===== src/rtl/alu_op_sequencer.sv =====
// ---------------------------------------------------------------------------
// alu_op_sequencer: ROM-driven ALU opcode sequencer with 4x8 register file.
// Optional EXEC timeout abort when SEQ_TIMEOUT_EN is defined.  Rev 1.0
// ---------------------------------------------------------------------------
`default_nettype none

module alu_op_sequencer #(
  parameter int ADDR_W  = 8,
  parameter int TIMEOUT = 16
) (
  input  logic              clk,
  input  logic              rst_n,
  input  logic              start,
  input  logic [ADDR_W-1:0] prog_len,
  output logic [ADDR_W-1:0] rom_addr,
  input  logic [15:0]       rom_data,
  output logic [2:0]        opcode,
  output logic [7:0]        alu_a,
  output logic [7:0]        alu_b,
  output logic              alu_req,
  input  logic              alu_done,
  input  logic [7:0]        alu_result,
  output logic              cmp_flag,
  output logic              busy,
  output logic              done,
  output logic              error
);

  localparam logic [2:0] OP_CMP = 3'b111;

  typedef enum logic [2:0] {
    S_IDLE  = 3'd0,
    S_FETCH = 3'd1,
    S_WAIT  = 3'd2,
    S_ISSUE = 3'd3,
    S_EXEC  = 3'd4,
    S_WB    = 3'd5,
    S_DONE  = 3'd6
  } state_t;

  state_t            state;
  logic [ADDR_W-1:0] pc;
  logic [ADDR_W-1:0] len_q;
  logic [ADDR_W-1:0] pc_next;
  logic [1:0]        rd_q;
  logic [7:0]        res_q;
  logic [7:0]        regs [4];

  assign pc_next  = pc + 1'b1;
  assign rom_addr = pc;

`ifdef SEQ_TIMEOUT_EN
  localparam int CNT_W = (TIMEOUT > 2) ? $clog2(TIMEOUT) : 1;
  localparam logic [CNT_W-1:0] CNT_LAST = CNT_W'(TIMEOUT - 2);
  logic [CNT_W-1:0] cnt;
`endif

  always_ff @(posedge clk or negedge rst_n) begin
    if (!rst_n) begin
      state    <= S_IDLE;
      pc       <= '0;
      len_q    <= '0;
      rd_q     <= '0;
      res_q    <= '0;
      opcode   <= '0;
      alu_a    <= '0;
      alu_b    <= '0;
      alu_req  <= 1'b0;
      cmp_flag <= 1'b0;
      busy     <= 1'b0;
      done     <= 1'b0;
      error    <= 1'b0;
      for (int i = 0; i < 4; i++) regs[i] <= '0;
`ifdef SEQ_TIMEOUT_EN
      cnt      <= '0;
`endif
    end else begin
      alu_req <= 1'b0;
      case (state)
        S_IDLE, S_DONE: begin
          if (start) begin
            pc    <= '0;
            len_q <= prog_len;
            error <= 1'b0;
            if (prog_len == '0) begin
              state <= S_DONE;
              done  <= 1'b1;
              busy  <= 1'b0;
            end else begin
              state <= S_FETCH;
              done  <= 1'b0;
              busy  <= 1'b1;
            end
          end
        end
        S_FETCH: state <= S_WAIT;
        S_WAIT: begin
          // Operands are decoded straight off the ROM word so alu_req lands in ISSUE.
          rd_q    <= rom_data[12:11];
          opcode  <= rom_data[15:13];
          alu_a   <= regs[rom_data[10:9]];
          alu_b   <= rom_data[8] ? rom_data[7:0] : regs[rom_data[7:6]];
          alu_req <= 1'b1;
          state   <= S_ISSUE;
        end
        S_ISSUE: begin
          state <= S_EXEC;
`ifdef SEQ_TIMEOUT_EN
          cnt   <= '0;
`endif
        end
        S_EXEC: begin
          if (alu_done) begin
            res_q <= alu_result;
            state <= S_WB;
          end
`ifdef SEQ_TIMEOUT_EN
          else if (cnt == CNT_LAST) begin
            state <= S_DONE;
            error <= 1'b1;
            done  <= 1'b1;
            busy  <= 1'b0;
          end else begin
            cnt <= cnt + 1'b1;
          end
`endif
        end
        S_WB: begin
          if (opcode == OP_CMP) cmp_flag <= res_q[0];
          else                  regs[rd_q] <= res_q;
          pc <= pc_next;
          if (pc_next == len_q) begin
            state <= S_DONE;
            done  <= 1'b1;
            busy  <= 1'b0;
          end else begin
            state <= S_FETCH;
          end
        end
        default: begin
          state <= S_IDLE;
          busy  <= 1'b0;
          done  <= 1'b0;
        end
      endcase
    end
  end

endmodule

`default_nettype wire


===== config.mk =====
export PLATFORM = sky130hd
export DESIGN_NAME = alu_op_sequencer
export DESIGN_NICKNAME = d
export VERILOG_FILES = /design/src/rtl/alu_op_sequencer.sv
export SDC_FILE = /design/constraint.sdc
export NUM_CORES = 1
export LEC_CHECK = 0
export CORE_UTILIZATION = 51
export CTS_BUF_LIST = sky130_fd_sc_hd__clkbuf_4
export CTS_CLUSTER_SIZE = 25
export DETAILED_ROUTE_END_ITERATION = 16
export HOLD_SLACK_MARGIN = 0.03
export PLACE_DENSITY = 0.77
export SYNTH_ARGS = -nofsm -noshare
export SYNTH_HDL_FRONTEND = slang
export SYNTH_SLANG_ARGS = --single-unit
export TNS_END_PERCENT = 100

===== constraint.sdc =====
create_clock -name clk -period 2.4 [get_ports clk]
set_input_delay 0.24 -clock clk [delete_from_list [all_inputs] [get_ports clk]]
set_output_delay 0.24 -clock clk [all_outputs]
set_load 0.02 [all_outputs]

* Word-level counts from Yosys, hierarchy flattened
Index checks and enable logic that the tools add are counted.
** Storage, ports and cells
- Bits of input ports :: 36
- Bits in writable memories :: 0
- Bits in read-only memories :: 0
- Bits in registers :: 84
- Word-level logic and storage cells :: 76
- Bits in latches :: 0
- Memories :: 0
** Operators by class
- Bitwise gates (word level) :: 5
- Div/mod/pow operators :: 0
- Magnitude comparators :: 4
- Equality and inequality tests :: 11
- Multipliers :: 0
- Add/sub/neg operators :: 1
- Multiplexer cells :: 26
- Reductions and logical operators :: 13
- Shifts and indexed selects :: 0
** Operators with widths (number)
- $mux W8 :: 7
- $bmux W8 S2 :: 2
- $bwmux W32 :: 1
- $pmux W3 S6 :: 1
- $demux W8 S2 :: 1
- $pmux W8 S2 :: 1
- $eq A3 B3 Y1 const B :: 4
- $mux W3 :: 4
- $reduce_and A2 Y1 :: 6
- $ge A3 B3 Y1 const B :: 3
- $not A2 Y3 :: 3
- $add A8 B1 Y8 const B :: 1
- $eq A8 B8 Y1 :: 1
- $logic_not A8 Y1 :: 1
- $mux W1 :: 7
- $eq A3 B2 Y1 const B :: 2
- $ne A2 B2 Y1 const B :: 3
- $pmux W1 S3 :: 2
- $reduce_or A4 Y1 :: 1
- $eq A3 B1 Y1 const B :: 1
- $logic_not A3 Y1 :: 1
- $lt A3 B1 Y1 const B :: 1
- $reduce_and A3 Y1 :: 1
- $not A1 Y1 :: 2
- other kinds (3) :: 3

* Depth between registers and ports, before layout
Gate-level depths: netlist of the first run.
- Depth after elaboration :: 6
- Depth in mapped cells :: 7
- Gate-level depth less buffers :: 6

* Least setup slack after synthesis of the first run
Ideal clock, no wire load.
- Path type :: register to register
- From :: register pc[0], in the netlist rom_addr[0]
- To :: register done
- Arrival :: 1.725 ns
- Slack :: 0.549 ns
- Library setup time :: 0.126 ns
- Stages on the path, launching flop included :: 7
- Buffers on the path :: 0
- Clock period less this slack :: 1.851 ns
- Cell sequence :: dfrtp_1 > ha_1 > nand2b_1 > a21o_1 > a31o_2 > o311a_4 > o32a_1
** On the way
- Cells in the longest elaborated chain, start to end :: 4
** RTL lines
- from (decl) :: RTL line 42 : logic [ADDR_W-1:0] pc;
- from (signal assigned) :: RTL line 131 : pc <= pc_next;
- $add A8 B1 Y8 :: RTL line 49 : assign pc_next = pc + 1'b1;
- $eq A8 B8 Y1 :: RTL line 132 : if (pc_next == len_q) begin
- $ne A2 B2 Y1 (no source line)
- $reduce_and A3 Y1 (no source line)
- to (signal assigned) :: RTL line 71 : done <= 1'b0;
- to (signal assigned) :: RTL line 134 : done <= 1'b1;
- to (signal assigned) :: RTL line 143 : done <= 1'b0;
- to (decl) :: RTL line 25 : output logic done,
No other way between the ends.
A chain may end at the register's enable or synchronous reset.

* Worst setup path after layout of the first run
- From :: register pc[0], in the netlist rom_addr[0]
- To :: register busy
** On the way
- Cells in the longest elaborated chain, start to end :: 4
** RTL lines
- $add A8 B1 Y8 :: RTL line 49
- $eq A8 B8 Y1 :: RTL line 132
- $ne A2 B2 Y1 (no source line)
- $reduce_and A3 Y1 (no source line)
- to (signal assigned) :: RTL line 70 : busy <= 1'b0;
- to (signal assigned) :: RTL line 135 : busy <= 1'b0;
- to (signal assigned) :: RTL line 142 : busy <= 1'b0;
- to (decl) :: RTL line 24 : output logic busy,
No other way between the ends.

==> run summary, run 1 <==
The run finished with clean final reports. In the synthesized netlist, the number of instances is 322. The via count came out at 2890. The number of pins with negative max-slew slack in the final report came to 0. Yosys attributes the largest share of cell area to dfrtp_1 (51%), mux2_2 (18%), mux4_2 (7.6%), o21ai_0 (2.1%), mux2i_1 (1.9%). The via count of the first global-routing pass is 2908.

The clock buffer count from CTS is 9. The effective utilization at floorplan is 0.532. The headroom to the max-slew limit came out at 0.563. The number of nets with antenna violations after detailed routing came out at 0. Counting every net in the synthesized netlist gives 359. The worst-case IR drop observed on VDD is between 500 and 600 uV. The reported max-cap violation count came out at 0. The analysis attributes to cell leakage a power of 2.21 nW.

The count of buffers added on input and output ports is 66. The core region is 7770 sq um. The die covers approximately 8500 sq um. The most used flip-flop cell after synthesis is dfrtp_1. The post-synthesis cell type count came out at 50. Post-CTS repair changed the size of 0 cells. The min-delay analysis places its worst path in the category in -> async. The number of remaining DRC errors is 0. The number of detailed-route iterations in the first pass is 4. In this run the cell area of the synthesized design comes to approximately 4100 sq um.

After detailed routing, the average wire length per cell comes to 18.1 um. The number of top-level pins came out at 68. The layout has just under 600 filler cells. The cell area after layout came out at between 5000 and 6000 sq um.

The maximum number of buffers from clock root to sink is 2. The final global-route overflow total came out at 0. By instance count, the leading cell after synthesis is dfrtp_1. The worst clock skew on the final layout came out at 18.7 ps. The number of endpoints with negative hold slack in the final report is 0.

The later pin in the worst-skew pair is clocked with a latency of 430 ps. The startpoint type of the worst setup path is a register. The Yosys step of the flow raised 0 warnings.

The cell type with the highest aggregate area in the netlist is dfrtp_1. The placed standard-cell area is about 5000 sq um. In this run the mean area of a mapped cell was 12.8 sq um. The worst hold-check slack is 308 ps.

For this run, asynchronously set or reset flops after synthesis account for 1.00. The H-tree was split into 3 levels. For the worst setup path, the data arrival time is 2290 ps. The smallest clock period supported by the final layout is computed as roughly 2000 ps. The final wirelength came out at between 9000 and 10000 um. The first-pass GRT wire length is 15000 um. The clock tree from TritonCTS is done. Clock tree synthesis selected as its root buffer the cell clkbuf_4. The number of clock sinks seen by CTS came out at 84.

The kind of end point of the critical path is a register. The transition at the pin with the smallest max-transition slack is 652 ps. The floorplan die height came out at 92.0 um.

Setup repair after global routing left no endpoint under its margin. The total chip power came out at 0.00555 W. The number of antenna violations at the first check in global routing is 0. After clock tree synthesis, the setup repair step added 0 buffers. After the last flow step, the layout net total stands at 430.

The setup-violating endpoint count in the final report is 0. From left edge to right edge, the die measures 92.0 um. Entering global routing, the biggest net connects 40 pins. The row count is 32. The final worst-path cycle share came out at 0.827.

Prior to clock tree synthesis, the placed netlist has a worst setup slack of between 300 and 400 ps. The synthesized design contains 84 register bits. The number of violations reported at the end of detailed-routing iteration 0 came out at 93. The synthesized design contains 0 enable-type register cells. The setup path with the least slack is of type reg -> reg. Of the post-synthesis cell area, the dominant cell type holds 0.508. The detail-routed via count per cell came out at 5.78.

The HPWL reported at the end of detailed placement is 6300 um. Derived from the worst setup path, the maximum achievable clock frequency is approximately 0.50 GHz. Routability-driven placement finished with a final weighted congestion of 0.825. The sequential fraction of the synthesis area came out at 0.508. Clock-pin slew was measured on the worst setup and hold paths at ~130 ps. The area growth from synthesis to layout is 23.3%. After synthesis, the most frequently instantiated cells are dfrtp_1 (84), mux2_2 (66), nand2_1 (17), o21ai_0 (17), nor2_1 (15). The post-route worst setup slack came out at 415 ps. The maximum fanout along the worst path came out at 7.

The required time of the critical path came out at 2700 ps. The repair_antennas step left the layout with diodes totalling 0. The summed negative setup slack over all endpoints came out at 0 ps. For this design the ratio of total power to cell area is 1090 nW/um^2. The aggregate global-route resource usage is 0.233. Of the cells placed in the final design, the portion with a size suffix greater than 1 is 0.296.
-- layout by cell type (no fill, tap or decap), types with 3 or more instances in the layout --
cell and n:
dfrtp_1 84, mux2_2 66, clkdlybuf4s50_1 65, nand2_1 17, o21ai_0 17, nor2_1 15, mux4_2 14, buf_4 11
a21oi_1 10, clkbuf_4 10, nand3_1 8, mux2i_1 8, xnor2_1 5, inv_1 4, o31ai_1 4, o211ai_1 4
xor2_1 3, nor3_1 3, nor4_1 3, a31oi_1 3, a31o_2 3
-- timing repair --
item / in CTS / in global routing
hold endpoints to repair: 37 / 0
hold buffers: 1 / 0
setup endpoints to repair: 0 / 0
-- critical path, cell delays in order (launching register included) --
cell and delay [ps]:
dfrtp_1 500, ha_1 290, and3_1 270, a31oi_1 120
nor4_2 290, o311a_4 290, o211ai_1 100
-- area by class of cell --
cell class	instances	area [sq um]	share of cell area
Sequential cell	84	2100	0.412
Multi-Input combinational cell	216	1930	0.378
Tap cell	102	128	0.0250
Timing Repair Buffer	78	763	0.150
Clock inverter	6	87.6	0.0172
Clock buffer	10	75.1	0.0147
Inverter	4	15.0	0.00294
-- routing by layer --
layer	track usage	wire, um	up-vias
li1	-	-	1335
met1	0.322	4210	1463
met2	0.370	4340	75
met3	0.0332	284	17
met4	0.100	209	0
met5	0	0	-
-- cell families after synthesis --
kind of cell | after synthesis | synth area share
and+or+nand+nor | 66 | 0.0868
adders and majority gates | 2 | 0.00545
other | 1 | 0.000907
muxes | 88 | 0.275
buffers and inverters | 22 | 0.0251
xor gates and xnor gates | 8 | 0.0169
AOI/OAI and AO/OA | 51 | 0.0811
DFF | 84 | 0.508
-- report_power, final --
group | switching, W | internal, W | leakage [nW]
Combinational | 0.000981 | 0.00122 | 1.05
Sequential | 0.000476 | 0.00195 | 1.08
Clock | 0.000489 | 0.000435 | 0.0807
Total | 0.00195 | 0.00360 | 2.21
-- stage by stage --
step,utilization,cells
after CTS,0.657,500
after global routing,0.657,500
after detailed placement,0.634,483
final,0.657,500
after floorplan,-,322
after global placement,0.634,483
-- flip-flops by register name, summed over array words and instances, names as in the netlist --
register / flops
alu_a: 8
alu_b: 8
alu_req: 1
busy: 1
cmp_flag: 1
done: 1
len_q: 8
opcode: 3
rd_q: 2
regs: 32
res_q: 8
rom_addr: 8
state: 3
-- path summary, 6_finish.rpt --
path,cells past startpoint,slack [ps],endpoint,startpoint
max,6,410,busy,rom_addr[0]
max in group asynchronous,3,1450,regs[6],rst_n
min in group clk,2,410,res_q[5],alu_result[5]
min,2,310,rom_addr[0],rst_n
max reg2reg,6,410,busy,rom_addr[0]
min reg2reg,1,520,alu_a[3],alu_a[3]
(Power assumes the default switching activity.)
==> run 2, diff against run 1 <==
==> constraint.sdc (replaced) <==
create_clock -name clk -period 2 [get_ports clk]
set_input_delay 0.2 -clock clk [delete_from_list [all_inputs] [get_ports clk]]
set_output_delay 0.2 -clock clk [all_outputs]
set_load 0.02 [all_outputs]
==> run summary, run 2 (synthesis gave the netlist of run 1 again) <==
The internal power component was 0.00416 W (+15%). The summed negative setup slack over all endpoints is 0 ps (unchanged). The minimum setup slack among reg-to-reg paths came out at 170 ps (-240 ps).

The longest individual stage delay on the worst path is 680 ps (+180 ps). The detail-routed via count per cell came out at 5.83 (+0.95%). The via count was 2964 (+2.6%).

The setup-violating endpoint count in the final report was 0 (unchanged). The HPWL reported at the end of detailed placement is 6710 um (+6.6%). The cell area after layout was 5160 sq um (+1.2%). CTS placed an instance of clkbuf_4 at the clock tree root. The number of input and output port buffers inserted was 66 (unchanged). The highest clock rate came out at 0.530 GHz.

The aggregate global-route resource usage is 0.238 (+0.00476). The maximum fanout along the worst path was 12 (+5). The leakage power total is 2.24 nW (+1.4%). The clock-pin slew on the worst setup and hold paths is 140 ps (about the same). The kind of end point of the critical path is a primary output. In the layout the commonest cells are dfrtp_1 (83), mux2_2 (66), clkdlybuf4s50_1 (65).

The effective utilization at floorplan came to 0.532 (unchanged). The number of nets with antenna violations after detailed routing came to 0 (unchanged). The most common cell after layout, fill and taps aside is dfrtp_1. The headroom to the max-slew limit came to 0.649 (+0.0856). The clock tree from TritonCTS is done. The worst ir drop on vdd came to 539 uV (+4.3%). The switching share of power was 0.365 (+0.0146). The number of flip-flops under the largest register name is 32 (unchanged). Of the available clock period, the critical path in the final layout requires 0.943. The buffering stage count on the worst path with inverters included is 1 (+1). The placed standard-cell area is 5030 sq um (+2.1%). For the finished layout, the period the worst path requires is between 1500 and 2000 ps.

The most critical setup path has its endpoint at rom_addr[5]. Setup repair after global routing left no endpoint under its margin. The number of remaining DRC errors came out at 0 (unchanged). The logic depth of the worst setup path including buffers is 1 (-5). The register share of total power is 0.437 (about the same). The number of violations reported at the end of detailed-routing iteration 0 is 167 (+80%). The number of cell instances on the worst register-to-register path was 6 (unchanged). The number of pins with negative max-slew slack in the final report is 0 (unchanged). The number of clock sinks seen by CTS came out at 84 (unchanged). The required time of the critical path is 1800 ps (-900 ps).

The terminus of the critical flop-to-flop path is busy. The share of power burned in the clock network is 0.128 (-0.039). The reported max-cap violation count came to 0 (unchanged). The filler cell count in the final layout is 617 (+4.2%). The pin count of the biggest net entering global routing is 36 (-10%). The worst setup path is of the reg -> out kind. The net switching power figure came to 0.00239 W (+23%). The maximum number of buffers from clock root to sink is 2 (unchanged). The critical register-to-register path startpoint is rom_addr[1]. The worst hold path class is in -> async.

The end-of-flow core utilization came to 0.664 (+0.00773). The via count of the first global-routing pass came out at 3013 (+3.6%). The floorplan die height is 92.0 um (unchanged). The family with the most delay on the worst path is buffers and inverters.

The share of final-layout standard cells stronger than drive strength 1 is 0.318 (+0.0213). The startpoint type of the worst setup path is a register. The row count is 32 (unchanged). The worst clock skew on the final layout came out at 22.6 ps (+3.93 ps). The number of nets at the end of the flow came out at 439 (+2.1%).

The data arrival at the endpoint of the critical path was 1690 ps (-600 ps). The cell count after placement came out at 492 (+1.9%). The share of power burned in combinational logic is 0.435 (+0.039). The die span in x is 92.0 um (unchanged). The routability congestion estimate is 0.853 (+3.4%).

Traced cell by cell, the critical path runs through clkdlybuf4s50_1. The number of top-level pins came to 68 (unchanged). The overall die area is 8470 sq um (unchanged). The number of endpoints with negative hold slack in the final report came out at 0 (unchanged). The number of antenna violations at the first check in global routing was 0 (unchanged). The ratio of total power to cell area was 1270 nW/um^2 (+17%).

The transition at the pin with the smallest max-transition slack came out at 525 ps (-127 ps). The number of detailed-route iterations in the first pass came out at 4 (unchanged). The register with the most flip-flops in the final layout is regs.

The final wirelength came to 9260 um (+2.4%). The final global-route overflow total was 0 (unchanged). The H-tree level count came to 3 (unchanged).

The clock buffer count from CTS is 9 (unchanged). The run finished with clean final reports. The total chip power is 0.00655 W (+18%). The latest clock arrival within the worst-skew pair came out at 440 ps (about the same). The count of antenna diodes in the layout is 0 (unchanged). The critical path starts at rom_addr[5]. The first-pass GRT wire length came out at 15300 um (+2.3%). The final non-filler cell total came out at 508 (+1.6%).

The slowest cell on the critical path is clkdlybuf4s50_1. The area growth from synthesis to final layout is 24.8%. The post-detailed-route wirelength per cell was 18.2 um (+0.75%). The core box area is 7770 sq um (unchanged).
run 2: changes by cell type in the layout (fill, tap and decap cells not counted), moves of 2 or more:
| cell | change |
|---|---|
| buf_4 | +6 |
| buf_12 | +3 |
| clkinv_2 | +3 |
| bufinv_16 | -2 |
run 2: final cells by class:
type                    count  area [sq um]  share of cell area
repair buffers             87           868               0.168
inverters                   4          15.0             0.00291
clock buffers              10          75.1              0.0145
clock inverters             5          30.0             0.00582
flip-flops and latches     84          2100               0.408
multi-input cells         216          1940               0.376
well taps                 102           128              0.0247
run 2: repair_timing:
| action | 4_1_cts | 5_1_grt |
|---|---|---|
| resized for setup | 0 | 3 |
| endpoints found under the setup margin | 0 | 5 |
| setup buffers | 0 | 0 |
| hold endpoints to repair | 33 | 0 |
| hold buffers | 1 | 0 |
run 2: layer usage:
metal	up-vias	routed length, um	global-route usage
met5	-	0	0
met4	0	187	0.103
met3	17	437	0.0365
met2	84	4540	0.376
met1	1515	4100	0.327
li1	1348	-	-
run 2: worst min path at each step:
stage	startpoint	to	slack (ps)	cells after the start
floorplan	rst_n	alu_a[0]	-100	0
global placement	rst_n	rom_addr[0]	180	1
detailed placement	rst_n	rom_addr[0]	180	1
CTS	rst_n	rom_addr[0]	230	2
global route	rst_n	rom_addr[0]	270	2
finish	rst_n	rom_addr[0]	240	2
run 2: metrics by stage:
stage	setup slack, ps	hold WS, ps
2_1_floorplan	149	-95.6
3_3_place_gp	105	183
3_5_place_dp	33.6	183
4_1_cts	87.1	234
5_1_grt	9.36	275
6_report	113	243
run 2: power groups by stage:
stage	Combinational (W)	Clock, W	Sequential (W)
CTS	0.00284	0.000853	0.00286
global route	0.00307	0.000910	0.00296
detailed placement	0.00283	0	0.00290
finish	0.00285	0.000841	0.00286
global placement	0.00274	0	0.00284
floorplan	0.00156	0	0.00303
==> run 3, diff against run 2 <==
--- a/config.mk
+++ b/config.mk
@@ -7,9 +7,11 @@
 export LEC_CHECK = 0
 export CORE_UTILIZATION = 51
 export CTS_BUF_LIST = sky130_fd_sc_hd__clkbuf_4
-export CTS_CLUSTER_SIZE = 25
+export CTS_CLUSTER_SIZE = 40
 export DETAILED_ROUTE_END_ITERATION = 16
+export GPL_TIMING_DRIVEN = 0
 export HOLD_SLACK_MARGIN = 0.03
+export MAX_ROUTING_LAYER = met4
 export PLACE_DENSITY = 0.77
 export SYNTH_ARGS = -nofsm -noshare
 export SYNTH_HDL_FRONTEND = slang
==> run summary, run 3 (synthesis gave the netlist of run 1 again) <==
The number of input and output port buffers inserted is 61 (-7.6%). The pin count of the biggest net entering global routing came out at 63 (+75%). The final worst-path cycle share came out at 0.927 (-0.0162). The via count of the first global-routing pass came out at 3064 (+1.7%). The number of violations reported at the end of detailed-routing iteration 0 is 145 (-13%).

More flip-flops sit in one register than any other, and that register is regs. The row count is 32 (unchanged). The number of flip-flops under the largest register name came out at 32 (unchanged). The highest clock rate is 0.539 GHz (+1.7%). The worst ir drop on vdd came out at 652 uV (+21%). The floorplan die height is 92.0 um (unchanged).

The routability congestion estimate came out at 0.874 (+2.4%). The die span in x came to 92.0 um (unchanged). The number of antenna violations at the first check in global routing came to 0 (unchanged). The share of final-layout standard cells stronger than drive strength 1 came out at 0.327 (+0.00910).

The number of top-level pins is 68 (unchanged). The headroom to the max-slew limit came to 0.494 (-0.154). The effective utilization at floorplan was 0.532 (unchanged). The clock buffer count from CTS came out at 9 (unchanged). The share of power burned in combinational logic came out at 0.426 (-0.009).

The overall die area came out at 8470 sq um (unchanged). The leakage power total came to 2.25 nW (+0.38%). The via count is 2915 (-1.7%).

The number of endpoints with negative hold slack in the final report came out at 0 (unchanged). The core box area is 7770 sq um (unchanged). The cell count after placement came to 486 (-1.2%). The first-pass GRT wire length came to 15000 um (-2.0%). The latest clock arrival within the worst-skew pair is 430 ps (about the same).

The summed negative setup slack over all endpoints is 0 ps (unchanged). The final wirelength is 8930 um (-3.6%). The ratio of total power to cell area is 1310 nW/um^2 (+2.9%).

The filler cell count in the final layout is 597 (-3.2%). The clock tree root driver cell is clkbuf_4. The net switching power figure came out at 0.00241 W (+0.68%). The critical path in this run is classified as reg -> reg. The final non-filler cell total came out at 512 (+0.79%). The number of detailed-route iterations in the first pass is 4 (unchanged).

In the layout the commonest cells are dfrtp_1 (82), mux2_2 (66), clkdlybuf4s50_1 (60). STA classifies the critical path startpoint as a register. The count of antenna diodes in the layout is 0 (unchanged). The number of pins with negative max-slew slack in the final report is 0 (unchanged). The final critical-path required period was 1850 ps (-32.3 ps).

The run finished with clean final reports. The required time of the critical path is 2310 ps (+510 ps). The switching share of power is 0.358 (-0.00743).

The clock-pin slew on the worst setup and hold paths came out at 140 ps (about the same). The internal power component is 0.00432 W (+4.0%). The post-detailed-route wirelength per cell is 17.4 um (-4.3%). Setup repair after global routing left no endpoint under its margin. The area taken by multi-input logic gates came out at 1960 sq um (+0.77%). The number of nets at the end of the flow is 442 (+0.68%). The HPWL reported at the end of detailed placement is 6210 um (-7.5%). The maximum fanout along the worst path is 5 (-7). The transition at the pin with the smallest max-transition slack came to 759 ps (+233 ps).

The most common cell after layout, fill and taps aside is dfrtp_1. The placed standard-cell area is 4900 sq um (-2.7%). The worst setup path is captured at a register. The area growth from synthesis to final layout came out at 24.6%. The worst hold path belongs to the class in -> async.

The setup-violating endpoint count in the final report came to 0 (unchanged). The area used by sequential logic in the layout is 2100 sq um (about the same). The number of clock sinks seen by CTS is 84 (unchanged). The data arrival at the endpoint of the critical path is 2170 ps (+480 ps). The reported max-cap violation count is 0 (unchanged). The worst clock skew on the final layout came out at 13.7 ps (-8.91 ps). The H-tree level count came out at 3 (unchanged).

TritonCTS built the clock tree. The end-of-flow core utilization is 0.663 (-0.00113). The maximum number of buffers from clock root to sink came out at 2 (unchanged). The share of power burned in the clock network came out at 0.151 (+0.023). The number of remaining DRC errors came to 0 (unchanged).

The cell area after layout is 5150 sq um (-0.17%). The number of nets with antenna violations after detailed routing is 0 (unchanged). The aggregate global-route resource usage came out at 0.239 (+0.00144). The register share of total power came to 0.423 (-0.014). The detail-routed via count per cell came out at 5.69 (-2.4%). The final global-route overflow total came out at 0 (unchanged).
[run 3: changes by cell type in the layout (fill, tap and decap cells not counted), moves of 2 or more]
cell             change
buf_1                +3
buf_4                -4
clkinv_2             -2
buf_2                +6
clkbuf_1             +4
clkdlybuf4s50_1      -5
buf_12               -4
clkbuf_2             +2
[run 3: stage by stage]
step | hold WS, ps | setup slack [ps] | total power, W
floorplan | -95.6 | 149 | 0.00459
global placement | 490 | -2230 | 0.00546
detailed placement | 119 | -61.9 | 0.00559
CTS | 166 | 27.6 | 0.00662
global route | 194 | 13.3 | 0.00719
finish | 182 | 146 | 0.00673
[run 3: cell type report]
| class | instances | area share |
|---|---|---|
| buffer | 18 | 0.0172 |
| inverter | 4 | 0.00291 |
| clock buffer | 10 | 0.0146 |
| multi-input combinational | 216 | 0.380 |
| sequential | 84 | 0.409 |
| timing repair buffer | 72 | 0.138 |
| tap | 102 | 0.0248 |
| clock inverter | 6 | 0.0138 |
[run 3: what timing repair did]
action	in CTS	in global routing
setup endpoints to repair	5	18
pin swaps	0	3
resized for setup	1	6
hold buffers	1	0
endpoints found under the hold margin	84	0
setup buffers	0	9
[run 3: final timing paths]
path | from | endpoint | slack (ps) | depth (start not counted)
worst min register to register | alu_a[4] | alu_a[4] | 520 | 1
min in group clk | alu_result[1] | res_q[1] | 360 | 2
worst max register to register | rom_addr[0] | busy | 150 | 6
worst min-delay path | rst_n | rom_addr[0] | 180 | 2
max in group asynchronous | rst_n | regs[29] | 1210 | 3
worst max-delay path | rom_addr[0] | busy | 150 | 6
[run 3: worst max-delay path, cell delays in order, from the launching register on]
cell and delay, ps:
dfrtp_2 460, ha_2 220, and3_1 230, and4_1 230, nor4_4 230, o311a_4 270, o211ai_1 100
[run 3: per-layer routing]
layer	part of all wire	track usage	vias to the layer above	wire length [um]
met2	0.49	0.369	79	4390
li1	-	-	1359	-
met5	0	-	-	0
met3	0.043	0.0332	15	381
met1	0.45	0.315	1462	3970
met4	0.020	0.113	0	179
[run 3: power by group through the flow]
| stage | logic, W | registers (W) | clock network (W) |
|---|---|---|---|
| CTS | 0.00272 | 0.00285 | 0.00105 |
| global placement | 0.00262 | 0.00284 | 0 |
| floorplan | 0.00156 | 0.00303 | 0 |
| global route | 0.00312 | 0.00294 | 0.00113 |
| finish | 0.00287 | 0.00285 | 0.00102 |
| detailed placement | 0.00271 | 0.00288 | 0 |
